--- config.mk ---
export PLATFORM = sky130hd
export DESIGN_NAME = avg_frame_ctrl
export DESIGN_NICKNAME = d
export VERILOG_FILES = /design/src/rtl/avg_frame_ctrl.sv
export SDC_FILE = /design/constraint.sdc
export NUM_CORES = 1
export LEC_CHECK = 0
export BUFFER_PORTS_ARGS = -buffer_cell sky130_fd_sc_hd__buf_4
export CAP_MARGIN = 15
export CORE_UTILIZATION = 61
export CTS_CLUSTER_SIZE = 28
export DETAILED_ROUTE_END_ITERATION = 16
export PLACE_DENSITY = 0.94
export SYNTH_ARGS = -nofsm -noshare
export SYNTH_HDL_FRONTEND = slang
export SYNTH_SLANG_ARGS = --single-unit
--- constraint.sdc ---
create_clock -name clk -period 3.94 [get_ports clk]
set_clock_uncertainty 0.05 [all_clocks]
set_input_delay 0.394 -clock clk [delete_from_list [all_inputs] [get_ports clk]]
set_output_delay 0.394 -clock clk [all_outputs]
set_load 0.02 [all_outputs]
--- src/rtl/avg_frame_ctrl.sv ---
// Frame-level sequencer for the vector generator: clears the back buffer, starts
// avg_core, waits for halt and pipeline drain, then swaps buffers on the next frame tick.
//
// state   | meaning
// --------+----------------------------------------------------------
// IDLE    | not running; a frame tick with enable starts a frame
// CLEAR   | writing zeros to every back-buffer word
// GO      | one-cycle vggo start pulse to avg_core
// HOLD    | blanking window where a stale avg_halt is ignored
// RUN     | avg_core drawing; exits on halt or on timeout
// DRAIN   | waiting for line queue empty and rasterizer idle
// WAIT_VB | frame finished, waiting for the next frame tick
// SWAP    | front/back exchanged; restart or go idle
module avg_frame_ctrl #(
    parameter int CLEAR_WORDS = 19200,
    parameter int ADDR_W      = 15,
    parameter int GO_HOLD     = 32,
    parameter int RUN_TIMEOUT = 1000000,
    parameter int TO_W        = 20
) (
    input  logic              clk,
    input  logic              rst_b,
    input  logic              enable,
    input  logic              frame_tick,
    input  logic              avg_halt,
    input  logic              queue_empty,
    input  logic              raster_busy,
    input  logic              clr_ready,
    input  logic              overrun_clr,
    output logic              vggo,
    output logic              clr_valid,
    output logic [ADDR_W-1:0] clr_addr,
    output logic              front_sel,
    output logic              busy,
    output logic              overrun,
    output logic [7:0]        dropped_cnt,
    output logic [2:0]        state_dbg
);

    localparam int HOLD_W = (GO_HOLD > 1) ? $clog2(GO_HOLD) : 1;
    localparam logic [ADDR_W-1:0] LAST_ADDR = ADDR_W'(CLEAR_WORDS - 1);
    localparam logic [HOLD_W-1:0] HOLD_LOAD = HOLD_W'(GO_HOLD - 1);
    localparam logic [TO_W-1:0]   TO_LAST   = TO_W'(RUN_TIMEOUT - 1);

    typedef enum logic [2:0] {
        S_IDLE    = 3'd0,
        S_CLEAR   = 3'd1,
        S_GO      = 3'd2,
        S_HOLD    = 3'd3,
        S_RUN     = 3'd4,
        S_DRAIN   = 3'd5,
        S_WAIT_VB = 3'd6,
        S_SWAP    = 3'd7
    } state_t;

    state_t            state;
    state_t            state_nxt;
    logic [HOLD_W-1:0] hold_cnt;
    logic [TO_W-1:0]   to_cnt;
    logic              en_at_tick;
    logic              clr_last;
    logic              hold_done;
    logic              run_expired;
    logic              timeout_hit;
    logic              drop_tick;

    assign clr_last    = (clr_addr == LAST_ADDR);
    assign hold_done   = (hold_cnt == '0);
    assign run_expired = (to_cnt == TO_LAST);

    always_ff @(posedge clk or negedge rst_b) begin
        if (!rst_b) begin
            state <= S_IDLE;
        end else begin
            state <= state_nxt;
        end
    end

    always_comb begin
        state_nxt = state;
        case (state)
            S_IDLE:    if (frame_tick && enable)           state_nxt = S_CLEAR;
            S_CLEAR:   if (clr_ready && clr_last)          state_nxt = S_GO;
            S_GO:                                          state_nxt = S_HOLD;
            S_HOLD:    if (hold_done)                      state_nxt = S_RUN;
            S_RUN:     if (avg_halt || run_expired)        state_nxt = S_DRAIN;
            S_DRAIN:   if (queue_empty && !raster_busy)    state_nxt = S_WAIT_VB;
            S_WAIT_VB: if (frame_tick)                     state_nxt = S_SWAP;
            S_SWAP:    state_nxt = en_at_tick ? S_CLEAR : S_IDLE;
            default:   state_nxt = S_IDLE;
        endcase
    end

    always_comb begin
        vggo        = 1'b0;
        clr_valid   = 1'b0;
        busy        = 1'b1;
        timeout_hit = 1'b0;
        case (state)
            S_IDLE:    busy        = 1'b0;
            S_CLEAR:   clr_valid   = 1'b1;
            S_GO:      vggo        = 1'b1;
            S_RUN:     timeout_hit = !avg_halt && run_expired;
            S_WAIT_VB: busy        = 1'b0;
            default:   ;
        endcase
        state_dbg = state;
    end

    // Ticks arriving mid-frame are only counted; they never queue a swap.
    assign drop_tick = frame_tick && busy;

    always_ff @(posedge clk or negedge rst_b) begin
        if (!rst_b) begin
            clr_addr    <= '0;
            hold_cnt    <= '0;
            to_cnt      <= '0;
            en_at_tick  <= 1'b0;
            front_sel   <= 1'b0;
            overrun     <= 1'b0;
            dropped_cnt <= 8'd0;
        end else begin
            if (state == S_CLEAR) begin
                if (clr_ready) begin
                    clr_addr <= clr_last ? '0 : clr_addr + ADDR_W'(1);
                end
            end else begin
                clr_addr <= '0;
            end

            if (state == S_GO) begin
                hold_cnt <= HOLD_LOAD;
            end else if (state == S_HOLD && !hold_done) begin
                hold_cnt <= hold_cnt - HOLD_W'(1);
            end

            if (state == S_RUN) begin
                to_cnt <= to_cnt + TO_W'(1);
            end else begin
                to_cnt <= '0;
            end

            // Enable is captured at the frame tick so a late drop still finishes the swap.
            if (state == S_WAIT_VB && frame_tick) begin
                en_at_tick <= enable;
                front_sel  <= ~front_sel;
            end

            if (timeout_hit) begin
                overrun <= 1'b1;
            end else if (overrun_clr) begin
                overrun <= 1'b0;
            end

            if (drop_tick && dropped_cnt != 8'hFF) begin
                dropped_cnt <= dropped_cnt + 8'd1;
            end
        end
    end

endmodule

Yosys cells after proc, flatten, opt, wreduce, memory -nomap -nowiden. Index checks and enable logic that the tools add are counted.

Equal/unequal tests: 17. Reduce and logical (&&, ||, !) cells: 18. Bitwise logic cells: 1. Add/sub/neg operators: 4. Multiplexer cells: 20.

Operators by type and width (count): 15-bit 2-to-1 mux (3); 3-bit one-hot mux with 8 select lines (1); 20-bit by 1-bit adder with 20-bit output, second input constant (1); 20-bit == test, second input constant (1); 20-bit 2-to-1 mux (1); 3-bit 2-to-1 mux (6); 15-bit by 1-bit adder with 15-bit output, second input constant (1); 15-bit == test, second input constant (1); 2-bit inequality test, second input constant (7); 3-bit == test, second input constant (4); 5-bit 2-to-1 mux (2); 8-bit by 1-bit adder with 8-bit output, second input constant (1); 1-bit logical AND (8); 8-bit inequality test, second input constant (1); 1-bit 2-to-1 mux (7); 3-bit by 2-bit == test with 1-bit output, second input constant (2); 6-bit AND reduction (1); 5-bit zero test (1); 5-bit by 1-bit subtractor with 5-bit output, second input constant (1); 2-bit nonzero test (2); 3-bit by 1-bit == test with 1-bit output, second input constant (1); 1-bit zero test (3); 3-bit zero test (1); 2-bit OR reduction (1); 2 further kinds (2).

Logic and storage cells: 68. Output and inout port bits: 31. Bits of input ports: 9. Register bits: 54.

Longest topological paths before layout. Gate-level depths: netlist of the first run.

Depth after elaboration: 5. Depth in mapped cells: 7. Depth with buffers taken out: 7.

Least setup slack after synthesis of the first run. Ideal clock, no wire load.

Path kind: flip-flop to flip-flop. From: reg clr_addr[10]. To: reg state[0] (netlist: state_dbg[0]). Arrival time: 1.934 ns. Slack: 1.828 ns. Cell stages (with the launch flop): 6. Required time: 3.763 ns. Buffers on the path: 0. Period minus slack after synthesis: 2.112 ns. Setup time: 0.127 ns. Path through: dfrtp_1 or4b_4 nor2_1 a311o_2 o311a_2 mux2_1.

Word-level cells in the longest chain between the ends: 4.

RTL lines: start: declaration (line 32) `output logic [ADDR_W-1:0] clr_addr,`; start signal: assignment (line 125) `clr_addr <= clr_last ? '0 : clr_addr + ADDR_W'(1);`; 15-bit == test (line 67) `assign clr_last = (clr_addr == LAST_ADDR);`; 1-bit logical AND (line 83) `S_CLEAR: if (clr_ready && clr_last) state_nxt = S_GO;`; 2-bit inequality test (no line); 6-bit AND reduction (no line); end signal: assignment (line 75) `state <= state_nxt;`; end: declaration (line 56) `state_t state;`.

Every way passes these cells. A chain may end at the register's enable or synchronous reset.

Final worst setup path of the first run.
From: reg hold_cnt[0]. To: reg state[0] (netlist: state_dbg[0]).

Word-level cells in the longest chain between the ends: 3.

RTL lines: start: declaration (line 58) `logic [HOLD_W-1:0] hold_cnt;`; start signal: assignment (line 134) `hold_cnt <= hold_cnt - HOLD_W'(1);`; 5-bit zero test (line 68) `assign hold_done = (hold_cnt == '0);`; 2-bit inequality test (no line); 6-bit AND reduction (no line).

Every way passes these cells.

==> results of run 1 <==
-- per-layer routing --
metal / part of all wire / track usage / up-vias / wire (um)
li1: - / - / 1069 / -
met1: 0.43 / 0.336 / 1092 / 2440
met2: 0.50 / 0.414 / 76 / 2840
met3: 0.056 / 0.0640 / 8 / 318
met4: 0.0097 / 0.0658 / 0 / 55
met5: 0 / 0 / - / 0
-- layout make-up --
cell class | count | share of cell area
Timing Repair Buffer | 39 | 0.0915
Clock buffer | 6 | 0.0258
Multi-Input combinational cell | 210 | 0.416
Clock inverter | 1 | 0.00939
Sequential cell | 54 | 0.423
Inverter | 12 | 0.0141
Tap cell | 52 | 0.0203
-- per-stage QoR --
| step | area, um2 | utilization | hold WS [ns] | power (mW) | setup slack, ns |
|---|---|---|---|---|---|
| after CTS | 3200 | 0.734 | 0.0807 | 1.75 | 1.63 |
| after global placement | 3090 | 0.709 | 0.413 | 1.35 | 1.70 |
| after floorplan | 2750 | - | 0.0484 | 1.17 | 1.83 |
| after detailed placement | 3090 | 0.709 | 0.419 | 1.38 | 1.66 |
| after global routing | 3200 | 0.734 | 0.114 | 1.84 | 1.46 |
| final | 3200 | 0.734 | 0.0460 | 1.75 | 1.61 |
-- worst register-to-register path, cell delays in order (launching register included) --
cell and delay (ns):
dfrtp_1 0.40, inv_1 0.11, ha_1 0.14, nor4b_1 0.56, o22ai_1 0.22, o21ai_0 0.21
o311a_2 0.22, mux2_1 0.31
-- registers in the layout, summed over array words and instances (netlist names) --
signal,flops
en_at_tick,1
overrun,1
clr_addr,15
dropped_cnt,8
to_cnt,20
front_sel,1
state_dbg,3
hold_cnt,5
-- power breakdown --
group | switching (mW) | internal, mW
combinational | 0.341 | 0.263
sequential | 0.126 | 0.637
clock | 0.175 | 0.203
-- layout by cell type (no fill, tap or decap), types with 5 or more instances in the layout --
cell / count
xnor2_1: 18
nand2_1: 20
nand3_1: 20
o21ai_1: 5
ha_1: 5
nor3_1: 9
buf_4: 39
nand4_1: 13
nand2b_1: 5
nor4_1: 6
nor2_1: 42
dfrtp_1: 54
clkbuf_8: 6
xor2_1: 18
inv_1: 12
o21ai_0: 8
-- cell families after synthesis --
kind of cell | synth area share
and+or+nand+nor | 0.245
xor gates and xnor gates | 0.114
DFF | 0.491
buffers and inverters | 0.0259
adders and majority gates | 0.0227
muxes | 0.0123
AOI/OAI and AO/OA | 0.0886
-- worst max-delay path by stage --
stage / startpoint / to / slack [ns] / cells past startpoint
2_1_floorplan: clr_addr[10] / state_dbg[0] / 1.83 / 5
6_report: hold_cnt[0] / state_dbg[0] / 1.61 / 7
5_1_grt: hold_cnt[0] / state_dbg[0] / 1.46 / 7
3_3_place_gp: state_dbg[0] / state_dbg[0] / 1.70 / 4
4_1_cts: state_dbg[0] / state_dbg[0] / 1.63 / 4
3_5_place_dp: state_dbg[0] / state_dbg[0] / 1.66 / 4
==> out/qor.csv, run 1 <==
stage,metric,value,unit
yosys,synth_edf_count,0,
pwr,p_leak,1.38,nW
place,numPortBuffers,39,
yosys,synth_top_area_cell,dfrtp_1,
clock_network,clkLatencyLatePin,0.31,ns
place,gp_congestion,0.885,
yosys,ys_seq_area_frac,0.491,
timing,worst_slew_pin_slew,0.913,ns
floorplan,die_area,0.00479,mm2
finish,antenna_cells,0,
clock_network,clockBufferDepth,2,
run,cap_violations,0,
global_route,grt-ovfl-total,0,
timing,post-route-min-period,2.33,ns
floorplan,fp.dieH,69.2,um
finish,multi_input_area,0.00133,mm2
yosys,syn_avg_cell_area,9.77,um2
worst_setup_path,cp_top_family,compound AO/OA/AOI/OAI gates,
pwr,power_density,546,mW/mm2
drt,dr.pass1.iters,4,
timing,rsz0062_at_grt,false,
clock_network,h-tree-depth,2,
worst_setup_path,reg2reg_depth,7,
floorplan,core,0.00435,mm2
yosys,synth.most_common_cell,dfrtp_1,
worst_setup_path,worst_setup_path_end_kind,register,
pwr,ir_worst_vdd,0.000557,V
clock_network,cts_buffers,5,
floorplan,ioPinCount,40,
finish,layout-drive-gt1-share,0.177,
drt,vias,2245,
global_route,grt_start_max_net_pins,55,
worst_setup_path,crit-reg2reg-launch,hold_cnt[0],
global_route,antenna_found_initial,0,
worst_setup_path,cp_cell_sequence,inv_1 -> ha_1 -> nor4b_1 -> o22ai_1 -> o21ai_0 -> o311a_2 -> mux2_1,
timing,maxSlewViolCount,0,
timing,hold_viol_final,0,
worst_setup_path,worstPathArrival,2.48,ns
timing,setup_violations,0,
finish,finalNonFillerCells,374,
drt,viasPerCell,6.00,
worst_setup_path,r2r_end,state_dbg[0],
finish,area_growth,16.1,%
worst_setup_path,setup.worst_path.class,register to register,
drt,routedWlPerCell,15.1,um
clock_network,clk_pin_slew_worst_paths,0.10,ns
finish,fillerInstances,299,
clock_network,cts_sinks,54,
yosys,syn_inst,282,
yosys,synth_top_area_frac,0.491,
worst_setup_path,startpoint_type,register,
floorplan,rows,24,
drt,ant_nets,0,
place,dp_hpwl,3990,um
yosys,ys_async_sr_fraction,1.00,
global_route,grt_pass1_vias,2155,
clock_network,cts_root_buf,clkbuf_8,
global_route,grt_pass1_wl,9730,um
yosys,synth_area_leaders,"dfrtp_1, nor2_1, xnor2_1, xor2_1, nand3_1",
yosys,syn_nets,296,
drt,post-route-drc-count,0,
min_path,hp-class,input pin to async pin,
clock_network,ctsResizeCount,0,
run_status,status,finished clean,
floorplan,start_util,0.632,
yosys,synth_warnings,0,
yosys,synth_flop_cell,dfrtp_1,
timing,period_share,0.592,
drt,wl,5650,um
worst_setup_path,required,4.09,ns
clock_network,holdBufCountCts,0,
finish,nNetsFinal,336,
timing,slew_headroom,0.386,
finish,seq_area,0.00135,mm2
worst_setup_path,critPathMaxFanout,4,
global_route,grt_usage,0.252,
yosys,synth_area,0.00275,mm2
clock_network,cts_tree,yes,
yosys,synthDistinctLibCells,42,
worst_setup_path,r2r_slack,1.61,ns
worst_setup_path,cp_num_buf_inv,1,
timing,tns,0,ns
timing,max_freq,428,MHz
yosys,synth_seq_cells,54,
drt,drt_iter0_markers,254,
floorplan,die_w,69.2,um
worst_setup_path,cpPeakStageDelay,0.56,ns
worst_setup_path,slowest_stage,nor4b_1,
clock_network,post_cts_buffers,0,
place,dp_cells,367,
yosys,netlist_top_cells_count,"dfrtp_1, nor2_1, nand2_1, nand3_1",
No activity file was read; power rests on OpenSTA's default activity.
==> run 2: changes to the inputs <==
- CORE_UTILIZATION: 61 -> 57
- PLACE_DENSITY: 0.94 -> 0.9
- clock period: 3.94 -> 2.3 ns (I/O delays scaled with it)
==> out/qor.csv, run 2 (synthesis results as in run 1) <==
stage,metric,value,unit,change
run_status,status,finished clean,,
worst_setup_path,cp_cell_sequence,or4b_4 -> o41ai_4 -> nor3_1 -> o21ai_1 -> o21ai_1,,
global_route,antenna_found_initial,0,,unchanged
worst_setup_path,worst_setup_path_end_kind,register,,
finish,reg_top3,"to_cnt: 20 flops, clr_addr: 15 flops, dropped_cnt: 8 flops",,
timing,post-route-min-period,2.13,ns,-0.204 ns
finish,seq_area,0.00135,mm2,unchanged
worst_setup_path,path_common_cell,o21ai_1,,
timing,hold_viol_final,0,,unchanged
place,numPortBuffers,39,,unchanged
worst_setup_path,cpPeakStageDelay,0.59,ns,+0.03 ns
worst_setup_path,slowest_stage,or4b_4,,
drt,dr.pass1.iters,4,,unchanged
worst_setup_path,required,2.44,ns,-1.65 ns
clock_network,cts_tree,yes,,
floorplan,core,0.00450,mm2,+3.4%
global_route,grt_pass1_vias,2147,,-0.37%
worst_setup_path,setup.worst_path.class,register to register,,
timing,max_freq,469,MHz,+9.6%
place,dp_hpwl,3930,um,-1.3%
clock_network,cts_root_buf,clkbuf_8,,
run,cap_violations,0,,unchanged
clock_network,clockBufferDepth,2,,unchanged
place,placed_area,0.00312,mm2,+1.2%
clock_network,clk_pin_slew_worst_paths,0.09,ns,about the same
pwr,p_leak,1.41,nW,+1.8%
finish,finalNonFillerCells,380,,+1.6%
worst_setup_path,worstPathArrival,2.27,ns,-0.21 ns
worst_setup_path,crit_start,clr_addr[12],,
place,gp_congestion,0.852,,-3.8%
clock_network,cts_sinks,54,,unchanged
global_route,grt_start_max_net_pins,55,,unchanged
finish,nNetsFinal,342,,+1.8%
timing,setup_violations,0,,unchanged
drt,post-route-drc-count,0,,unchanged
worst_setup_path,r2r_slack,0.17,ns,-1.44 ns
finish,final_common_cell,dfrtp_1,,
timing,slew_headroom,0.551,,+0.165
finish,final_util,0.717,,-0.0178
drt,vias,2247,,+0.089%
worst_setup_path,startpoint_type,register,,
drt,routedWlPerCell,14.8,um,-2.3%
floorplan,start_util,0.611,,-0.0211
worst_setup_path,crit-reg2reg-launch,clr_addr[12],,
drt,wl,5610,um,-0.74%
global_route,grt_pass1_wl,9490,um,-2.5%
clock_network,clkLatencyLatePin,0.30,ns,about the same
timing,rsz0062_at_grt,false,,
drt,drt_iter0_markers,154,,-39%
min_path,hp-class,input pin to register,,
finish,antenna_cells,0,,unchanged
drt,ant_nets,0,,unchanged
floorplan,die_w,71.5,um,+3.4%
floorplan,ioPinCount,40,,unchanged
worst_setup_path,critPathMaxFanout,7,,+3
drt,viasPerCell,5.91,,-1.5%
floorplan,rows,24,,unchanged
floorplan,die_area,0.00511,mm2,+6.8%
finish,fin_area,0.00323,mm2,+0.94%
clock_network,h-tree-depth,2,,unchanged
finish,fillerInstances,336,,+12%
place,dp_cells,372,,+1.4%
worst_setup_path,reg2reg_depth,5,,-2
global_route,grt_usage,0.237,,-0.0150
finish,largest_reg_flops,20,,unchanged
pwr,power_density,893,mW/mm2,+64%
finish,area_growth,17.2,%,
finish,layout-drive-gt1-share,0.189,,+0.0120
timing,tns,0,ns,unchanged
finish,multi_input_area,0.00135,mm2,+1.1%
worst_setup_path,crit_end,clr_addr[13],,
timing,hold_ws,0.0687,ns,+0.0226 ns
timing,maxSlewViolCount,0,,unchanged
finish,layout_common_cells,"dfrtp_1, buf_4, nor2_1, nand2_1, nand3_1",,
timing,period_share,0.926,,+0.334
finish,regMostFlops,to_cnt,,
floorplan,fp.dieH,71.5,um,+3.4%
clock_network,cts_buffers,5,,unchanged
worst_setup_path,r2r_end,clr_addr[13],,
global_route,grt-ovfl-total,0,,unchanged
timing,worst_slew_pin_slew,0.673,ns,-0.240 ns
pwr,ir_worst_vdd,0.000827,V,+48%
## run 2: layout make-up
type                       count  share of cell area
clock buffer                   6              0.0225
clock inverter                 1             0.00233
inverter                      12              0.0140
multi-input combinational    210               0.417
sequential                    54               0.419
tap                           52              0.0202
timing repair buffer          45               0.105
## run 2: per-stage QoR
step / power [mW] / worst slack (ns)
after floorplan: 2.00 / 0.188
after global placement: 2.35 / 0.209
after detailed placement: 2.38 / 0.0611
after CTS: 2.89 / 0.215
after global routing: 3.06 / 0.0726
final: 2.88 / 0.170
## run 2: metal layers
layer / track usage / vias to the layer above / routed length, um
li1: - / 1082 / -
met1: 0.290 / 1089 / 2480
met2: 0.414 / 66 / 2810
met3: 0.0520 / 10 / 237
met4: 0.0893 / 0 / 88
met5: 0 / - / 0
## run 2: worst min-delay path by stage
stage | endpoint | cells past startpoint | slack [ns] | startpoint
2_1_floorplan | clr_addr[0] | 0 | -0.12 | rst_b
3_3_place_gp | hold_cnt[2] | 1 | 0.26 | rst_b
3_5_place_dp | hold_cnt[3] | 1 | 0.26 | rst_b
4_1_cts | overrun | 2 | 0.05 | overrun_clr
5_1_grt | overrun | 2 | 0.05 | overrun_clr
6_report | overrun | 2 | 0.07 | overrun_clr
## run 2: power by group
part           total (mW)  internal (mW)  switching [mW]
Sequential           1.32           1.09           0.225
Clock               0.493          0.209           0.284
Combinational        1.07          0.481           0.592
## run 2: what timing repair did
action	4_1_cts	5_1_grt
buffers inserted	0	0
hold buffers	1	0
resized for setup	1	1
pin swaps	0	0
endpoints found under the hold margin	54	0
setup endpoints to repair	1	1
## run 2: critical path, delay by kind of cell (launching register included)
kind / cells / cell delay [ns]
compound gates: 3 / 0.81
simple gates: 2 / 0.70
flops: 1 / 0.45
==> run 3: changes to the inputs <==
- CAP_MARGIN: 15 -> 30
- REMOVE_ABC_BUFFERS: default -> 1
- TNS_END_PERCENT: default -> 30
==> out/qor.csv, run 3 (synthesis results as in run 1) <==
stage,metric,value,unit,change
finish,seq_area,0.00135,mm2,unchanged
timing,rsz0062_at_grt,false,,
finish,reg_top3,"to_cnt: 20 flops, clr_addr: 15 flops, dropped_cnt: 8 flops",,
clock_network,cts_sinks,54,,unchanged
worst_setup_path,worst_setup_path_end_kind,register,,
worst_setup_path,setup.worst_path.class,register to register,,
clock_network,h-tree-depth,2,,unchanged
place,numPortBuffers,39,,unchanged
floorplan,fp.dieH,71.5,um,unchanged
floorplan,core,0.00450,mm2,unchanged
drt,drt_iter0_markers,242,,+57%
clock_network,clk_pin_slew_worst_paths,0.10,ns,about the same
finish,multi_input_area,0.00134,mm2,-0.65%
timing,maxSlewViolCount,0,,unchanged
drt,viasPerCell,5.94,,+0.49%
drt,routedWlPerCell,15.5,um,+5.2%
timing,hold_viol_final,0,,unchanged
timing,period_share,0.932,,+0.00611
floorplan,die_area,0.00511,mm2,unchanged
finish,largest_reg_flops,20,,unchanged
drt,vias,2258,,+0.49%
timing,post-route-min-period,2.14,ns,+0.0141 ns
clock_network,cts_root_buf,clkbuf_8,,
pwr,power_density,966,mW/mm2,+8.1%
drt,wl_met1,2690,um,+8.6%
place,gp_congestion,0.852,,about the same
timing,tns,0,ns,unchanged
global_route,grt_pass1_vias,2143,,-0.19%
worst_setup_path,worstPathArrival,2.31,ns,+0.04 ns
global_route,grt-ovfl-total,0,,unchanged
finish,layout-drive-gt1-share,0.192,,+0.00305
finish,finalNonFillerCells,380,,unchanged
global_route,grt_pass1_wl,9890,um,+4.2%
timing,worst_slew_pin_slew,0.674,ns,+0.000392 ns
drt,dr.max_layer_used,met4,,
run_status,status,finished clean,,
pwr,p_leak,1.42,nW,+0.68%
pwr,ir_worst_vdd,0.000682,V,-18%
global_route,grt_start_max_net_pins,55,,unchanged
finish,nNetsFinal,341,,-0.29%
floorplan,start_util,0.611,,unchanged
worst_setup_path,startpoint_type,register,,
global_route,antenna_found_initial,0,,unchanged
timing,setup_violations,0,,unchanged
timing,max_freq,466,MHz,-0.66%
floorplan,ioPinCount,40,,unchanged
clock_network,clkLatencyLatePin,0.31,ns,about the same
finish,antenna_cells,0,,unchanged
worst_setup_path,critPathMaxFanout,7,,unchanged
drt,dr_wl_met2,2840,um,+1.4%
finish,area_growth,18.7,%,
timing,hold_ws,0.0694,ns,+0.000761 ns
floorplan,die_w,71.5,um,unchanged
global_route,grt_usage,0.249,,+0.0117
drt,post-route-drc-count,0,,unchanged
finish,final_common_cell,dfrtp_1,,
drt,ant_nets,0,,unchanged
drt,wl,5900,um,+5.2%
timing,slew_headroom,0.551,,about the same
clock_network,cts_buffers,5,,unchanged
finish,fillerInstances,333,,-0.89%
place,dp_cells,371,,-0.27%
drt,wl_met3,200,um,-16%
clock_network,clockBufferDepth,2,,unchanged
run,cap_violations,0,,unchanged
clock_network,post_cts_buffers,0,,unchanged
finish,layout_common_cells,"dfrtp_1, buf_4, nor2_1, nand2_1, nand3_1",,
floorplan,rows,24,,unchanged
drt,dr.pass1.iters,4,,unchanged
clock_network,cts_tree,yes,,
place,dp_hpwl,3950,um,+0.52%
min_path,hp-class,input pin to register,,
finish,regMostFlops,to_cnt,,
worst_setup_path,required,2.46,ns,+0.02 ns
## run 3: cell count changes in the layout (fill, tap and decap cells not counted)
cell | previous run | this run
clkinv_4 | 0 | 1
nor4b_2 | 1 | 2
clkinvlp_4 | 1 | 0
clkbuf_1 | 1 | 0
nor4b_4 | 1 | 0
bufinv_16 | 0 | 2
buf_4 | 44 | 43
## run 3: layout make-up
| class | instances | area share |
|---|---|---|
| tap | 52 | 0.0199 |
| timing repair buffer | 44 | 0.102 |
| inverter | 12 | 0.0138 |
| clock buffer | 5 | 0.0210 |
| sequential | 54 | 0.413 |
| clock inverter | 3 | 0.0210 |
| multi-input combinational | 210 | 0.409 |
## run 3: through the flow
stage	utilization	setup slack, ns	cell area [um2]	power, mW
floorplan	-	0.184	2730	1.97
global placement	0.692	0.210	3120	2.35
detailed placement	0.692	0.126	3120	2.39
CTS	0.724	0.0874	3260	3.17
global route	0.726	0.0882	3270	3.31
finish	0.726	0.156	3270	3.16
## run 3: repair_timing
action / in CTS / in global routing
hold buffers: 1 / 0
setup endpoints to repair: 0 / 1
endpoints found under the hold margin: 54 / 0
gates resized for setup: 0 / 1
## run 3: metal layers
layer	up-vias	track usage
li1	1080	-
met4	0	0.102
met2	61	0.399
met3	23	0.0464
met5	-	0
met1	1094	0.338
## run 3: worst paths after layout
check	cells after the start	start	slack (ns)	to
max reg2reg	4	clr_addr[10]	0.16	clr_addr[2]
min	2	overrun_clr	0.07	overrun
min in group asynchronous	2	rst_b	0.43	hold_cnt[0]
max	4	clr_addr[10]	0.16	clr_addr[2]
max in group asynchronous	2	rst_b	1.31	to_cnt[14]
min reg2reg	1	front_sel	0.44	front_sel
## run 3: report_power, final
part	internal [mW]	switching, mW
sequential	1.09	0.223
combinational	0.479	0.603
clock	0.436	0.323
## run 3: critical path: stages, from the launching register on
cell	delay [ns]
dfrtp_1	0.47
or4b_4	0.57
o41ai_4	0.59
o21ai_1	0.15
a21o_1	0.21
